$ cat src/rtl/stream_decipher_rx.sv
// Receive side of the serial stream-cipher link: hunts for a plaintext sync word,
// then XORs a fixed-length payload with a Galois LFSR keystream and assembles bytes.
module stream_decipher_rx #(
  parameter int unsigned          LFSR_W       = 16,
  parameter logic [LFSR_W-1:0]    SEED         = 16'hACE1,
  parameter logic [LFSR_W-1:0]    TAPS         = 16'hB400,
  parameter int unsigned          SYNC_W       = 8,
  parameter logic [SYNC_W-1:0]    SYNC_WORD    = 8'hD5,
  parameter int unsigned          PAYLOAD_BITS = 32
) (
  input  logic       clk,
  input  logic       reset,
  input  logic       resync,
  input  logic       ct_bit,
  input  logic       ct_valid,
  output logic       pt_bit,
  output logic       pt_valid,
  output logic [7:0] pt_byte,
  output logic       byte_valid,
  output logic       locked,
  output logic       frame_done
);

  localparam int unsigned        CNT_W    = $clog2(PAYLOAD_BITS + 1);
  localparam logic [CNT_W-1:0]   LAST_CNT = CNT_W'(PAYLOAD_BITS);

  typedef enum logic {
    HUNT    = 1'b0,
    PAYLOAD = 1'b1
  } state_e;

  state_e              state_q, state_d;
  // Only SYNC_W-1 history bits are kept; the live bit completes the window.
  logic [SYNC_W-2:0]   sync_sr_q, sync_sr_d;
  logic [LFSR_W-1:0]   lfsr_q, lfsr_d;
  logic [CNT_W-1:0]    bit_cnt_q, bit_cnt_d;
  logic [6:0]          byte_sr_q, byte_sr_d;
  logic                pt_bit_q, pt_bit_d;
  logic                pt_valid_q, pt_valid_d;
  logic [7:0]          pt_byte_q, pt_byte_d;
  logic                byte_valid_q, byte_valid_d;
  logic                locked_q, locked_d;
  logic                frame_done_q, frame_done_d;

  logic [SYNC_W-1:0]   sync_window;
  logic                ks;
  logic                pt_next;
  logic [7:0]          byte_next;
  logic [CNT_W-1:0]    cnt_next;

  always_comb begin
    state_d      = state_q;
    sync_sr_d    = sync_sr_q;
    lfsr_d       = lfsr_q;
    bit_cnt_d    = bit_cnt_q;
    byte_sr_d    = byte_sr_q;
    pt_bit_d     = pt_bit_q;
    pt_byte_d    = pt_byte_q;
    pt_valid_d   = 1'b0;
    byte_valid_d = 1'b0;
    frame_done_d = 1'b0;

    sync_window = {sync_sr_q, ct_bit};
    ks          = lfsr_q[0];
    pt_next     = ct_bit ^ ks;
    byte_next   = {byte_sr_q, pt_next};
    cnt_next    = bit_cnt_q + 1'b1;

    // resync wins over a same-cycle ct_valid; that bit is simply dropped.
    if (resync) begin
      state_d   = HUNT;
      sync_sr_d = '0;
      bit_cnt_d = '0;
      byte_sr_d = '0;
      lfsr_d    = SEED;
    end else if (ct_valid) begin
      case (state_q)
        HUNT: begin
          sync_sr_d = sync_window[SYNC_W-2:0];
          if (sync_window == SYNC_WORD) begin
            state_d   = PAYLOAD;
            lfsr_d    = SEED;
            bit_cnt_d = '0;
            byte_sr_d = '0;
          end
        end
        PAYLOAD: begin
          pt_bit_d   = pt_next;
          pt_valid_d = 1'b1;
          lfsr_d     = (lfsr_q >> 1) ^ (ks ? TAPS : '0);
          byte_sr_d  = byte_next[6:0];
          bit_cnt_d  = cnt_next;
          if (cnt_next[2:0] == 3'd0) begin
            pt_byte_d    = byte_next;
            byte_valid_d = 1'b1;
          end
          // Clearing the sync history stops a sync word straddling two frames.
          if (cnt_next == LAST_CNT) begin
            frame_done_d = 1'b1;
            state_d      = HUNT;
            sync_sr_d    = '0;
            bit_cnt_d    = '0;
          end
        end
        default: state_d = HUNT;
      endcase
    end

    locked_d = (state_d == PAYLOAD);
  end

  always_ff @(posedge clk or negedge reset) begin
    if (!reset) begin
      state_q      <= HUNT;
      sync_sr_q    <= '0;
      lfsr_q       <= SEED;
      bit_cnt_q    <= '0;
      byte_sr_q    <= '0;
      pt_bit_q     <= 1'b0;
      pt_valid_q   <= 1'b0;
      pt_byte_q    <= '0;
      byte_valid_q <= 1'b0;
      locked_q     <= 1'b0;
      frame_done_q <= 1'b0;
    end else begin
      state_q      <= state_d;
      sync_sr_q    <= sync_sr_d;
      lfsr_q       <= lfsr_d;
      bit_cnt_q    <= bit_cnt_d;
      byte_sr_q    <= byte_sr_d;
      pt_bit_q     <= pt_bit_d;
      pt_valid_q   <= pt_valid_d;
      pt_byte_q    <= pt_byte_d;
      byte_valid_q <= byte_valid_d;
      locked_q     <= locked_d;
      frame_done_q <= frame_done_d;
    end
  end

  assign pt_bit     = pt_bit_q;
  assign pt_valid   = pt_valid_q;
  assign pt_byte    = pt_byte_q;
  assign byte_valid = byte_valid_q;
  assign locked     = locked_q;
  assign frame_done = frame_done_q;

endmodule

$ cat config.mk
export PLATFORM = sky130hd
export DESIGN_NAME = stream_decipher_rx
export DESIGN_NICKNAME = d
export VERILOG_FILES = /design/src/rtl/stream_decipher_rx.sv
export SDC_FILE = /design/constraint.sdc
export NUM_CORES = 1
export LEC_CHECK = 0
export ABC_AREA = 1
export CORE_UTILIZATION = 50
export CTS_BUF_LIST = sky130_fd_sc_hd__clkbuf_16
export CTS_CLUSTER_SIZE = 28
export DETAILED_ROUTE_END_ITERATION = 16
export HOLD_SLACK_MARGIN = 0.03
export PLACE_DENSITY = 0.71
export SLEW_MARGIN = 10
export SYNTH_ARGS = -nofsm -noshare
export SYNTH_HDL_FRONTEND = slang
export SYNTH_SLANG_ARGS = --single-unit
$ cat constraint.sdc
create_clock -name clk -period 2.4 [get_ports clk]
set_input_delay 0.6 -clock clk [delete_from_list [all_inputs] [get_ports clk]]
set_output_delay 0.6 -clock clk [all_outputs]
set_load 0.005 [all_outputs]
==> run_results.csv <==
group,metric,value,unit
floorplanning,rows,23,
clock_tree,cts_setup_buffers,0,
route,wl_per_cell,13.46,microns
power_and_ir_drop,p_int,1.385,mW
timing,max_slew_margin,72.35,%
route,vias_per_cell,5.178,
timing,tightest_slew,413.8,ps
setup_path,cp.required,2560,ps
finish,drive_gt1_share,18.11,%
timing,layout_setup_ws,579.6,ps
global_route,antenna_found_initial,0,
placement,hpwlAfterDp,2776,microns
global_route,gr-total-overflow,0,
setup_path,path_common_cell,"nand2_1",
timing,final-setup-viol-count,0,
setup_path,critPathCaptureType,"register",
min_path,hp-class,"primary input to async pin",
power_and_ir_drop,combPwrFrac,5.8,%
timing,hold_viol,0,
global_route,grtUsageTotal,21.07,%
placement,dp.cells,296,
timing,skew,7.564,ps
clock_tree,cts_made_buffers,5,
global_route,grt_pass1_wl,7072,microns
route,drt-initial-drc-count,92,
setup_path,critPathArrivalTime,1980,ps
logic_synthesis,ys.flop_type,"dfrtp_1",
clock_tree,worst_setup_hold_path_clk_slew,70,ps
setup_path,regToRegSetupSlack,710,ps
status,status,"completed",
setup_path,critPathLaunchType,"primary input",
placement,dp_slack,296.7,ps
route,routed_wl,4092,microns
setup_path,cp_max_fo,13,
clock_tree,cts-htree-levels,2,
route,drc,0,
finish,post-route-util,63.24,%
route,first_pass_iters,4,
global_route,grt_pass1_vias,1498,
finish,diodes,0,
finish,layout_commonest_cell,"nand2_1",
timing,finalSetupTns,0,ps
finish,design_area,2603,sq um
power_and_ir_drop,switching_share,21.40,%
setup_path,crit_chain,"clkdlybuf4s50_1 -> inv_1 -> nor2_1 -> nand3_1 -> nand2_1 -> nand2_1 -> nand2_1 -> o21ai_0",
timing,post-route-period-util,75.85,%
clock_tree,postCtsHoldBufs,0,
route,drt.antenna.violating_nets,0,
clock_tree,root_buffer,"clkbuf_16",
logic_synthesis,netlist_instances,230,
timing,max_freq,549.3,MHz
logic_synthesis,syn_area_per_cell,9.525,sq um
placement,placed_area,2431,sq um
timing,min_period,1820,ps
clock_tree,cts_resized,0,
logic_synthesis,synth_cell_type_count,31,
finish,areaGrowthSynthToFinish,18.79,%
finish,nets,260,
clock_tree,cts.path.max_buffers,2,
logic_synthesis,synth_fp_nets,237,
floorplanning,dieArea,4651,sq um
clock_tree,cts_tree,"done",
finish,layout_common_cells,"nand2_1, dfrtp_1, inv_1",
timing,drv_slew,0,
logic_synthesis,yosys_warnings,0,
setup_path,slowest_stage,"clkdlybuf4s50_1",
placement,numPortBuffers,17,
logic_synthesis,synth_edf_count,0,
timing,rsz0062_at_grt,"no",
floorplanning,initial_core_util,53.24,%
power_and_ir_drop,p_total,1.762,mW
setup_path,r2r-end,"sync_sr_q[2]$_DFFE_PN0P_",
power_and_ir_drop,ir_drop,375.3,uV
setup_path,timing.rr.start,"bit_cnt_q[0]$_DFFE_PN0P_",
logic_synthesis,syn-cell-area,2191,sq um
setup_path,r2r_cells,10,
power_and_ir_drop,p_sw,0.3770,mW
clock_tree,clk_latency,290,ps
logic_synthesis,ys_ff_latch,49,
floorplanning,io_pins,18,
global_route,grt_max_degree,31,
power_and_ir_drop,p_per_area,676.9,nW/um^2
power_and_ir_drop,p_leak,1.241,nW
placement,gp_congestion,0.8287,
setup_path,critical_path_class,"primary input to register",
power_and_ir_drop,clock_power_share,45.4,%
route,num_vias,1574,
timing,hold_ws,206.5,ps
logic_synthesis,synthArstFlopShare,100.0,%
floorplanning,die_w,68.20,microns
finish,instances_no_fill,304,
setup_path,cp-startpoint,"ct_bit",
floorplanning,die_h,68.20,microns
flow_run,cap_viol_max_count,0,
floorplanning,coreArea,4115,sq um
clock_tree,clock_sinks,49,
power_and_ir_drop,seqPwrFrac,48.7,%
logic_synthesis,synth_seq_area_share,56.42,%
setup_path,cpPeakStageDelay,520,ps
==> layer usage <==
metal / share of wire, % / GRT usage [%] / wire, microns / vias up
met5: 0 / 0 / 0 / -
met4: 1.5 / 8.333 / 63 / 0
met3: 2.4 / 5.167 / 99 / 6
met2: 45 / 31.86 / 1860 / 18
met1: 51 / 28.88 / 2069 / 751
li1: - / - / - / 799
==> power groups by stage <==
| stage | Clock (mW) | Combinational, mW | Sequential [mW] |
|---|---|---|---|
| floorplan | 0 | 0.0489 | 0.873 |
| global placement | 0 | 0.104 | 0.872 |
| detailed placement | 0 | 0.105 | 0.873 |
| CTS | 0.818 | 0.105 | 0.858 |
| global route | 0.852 | 0.117 | 0.859 |
| finish | 0.801 | 0.103 | 0.858 |
==> synth_stat cells (2+ instances only) <==
cell type  number  share of area [%]
xor2_1          2               0.80
dfstp_2         8                9.6
inv_4           2               0.57
buf_2           3               0.69
dfrtp_1        41                 47
buf_4           2               0.69
o21ai_0        19                4.3
nand4_1         9                2.6
nand2_4         2                1.0
nand3_1        12                2.7
nor2_8          2                1.8
nand2_1        50                8.6
o21ai_1         4               0.91
a21oi_1         5                1.1
a22oi_1         4                1.4
inv_2           2               0.34
nand2_2         3               0.86
o22ai_1         6                1.7
nor2_1          7                1.2
ha_1            2                1.1
o21ai_2         7                2.8
inv_1          29                5.0
==> flip-flops by register name, summed over array words and instances (netlist names) <==
signal / count
pt_valid: 1
lfsr_q: 16
locked: 1
pt_bit: 1
frame_done: 1
byte_sr_q: 7
bit_cnt_q: 6
sync_sr_q: 7
byte_valid: 1
pt_byte: 8
==> critical path, delay by kind of cell <==
| kind | cells | cell delay [ps] |
|---|---|---|
| AND/OR/NAND/NOR | 5 | 720 |
| buffers and inverters | 2 | 570 |
| AO/OA/AOI/OAI | 1 | 90 |
==> cells by family after synthesis <==
logic type	Yosys count	synth area share, %
and+or+nand+nor	89	20.16
DFF	49	56.42
AOI/OAI and AO/OA	47	13.14
buffers and inverters	41	8.337
xor gates and xnor gates	2	0.7997
adders and majority gates	2	1.142
==> how the worst max path moves through the flow <==
stage	end	slack, ps	cells past startpoint
after CTS	bit_cnt_q[4]$_DFFE_PN0P_	580	8
after detailed placement	bit_cnt_q[4]$_DFFE_PN0P_	300	8
after global placement	byte_sr_q[4]$_DFFE_PN0P_	320	6
final	bit_cnt_q[4]$_DFFE_PN0P_	580	8
after global routing	lfsr_q[0]$_DFFE_PN1P_	410	7
after floorplan	byte_sr_q[1]$_DFFE_PN0P_	850	6
==> layout make-up <==
cell class              count  area (sq um)
repair buffers             23         222.7
fillers                   352          1513
clock inverters             3         46.29
multi-input cells         140         772.0
flip-flops and latches     49          1236
inverters                  34         137.6
clock buffers               5         125.1
well taps                  50         62.56
Note: power is estimated with default switching activity, not from simulation.
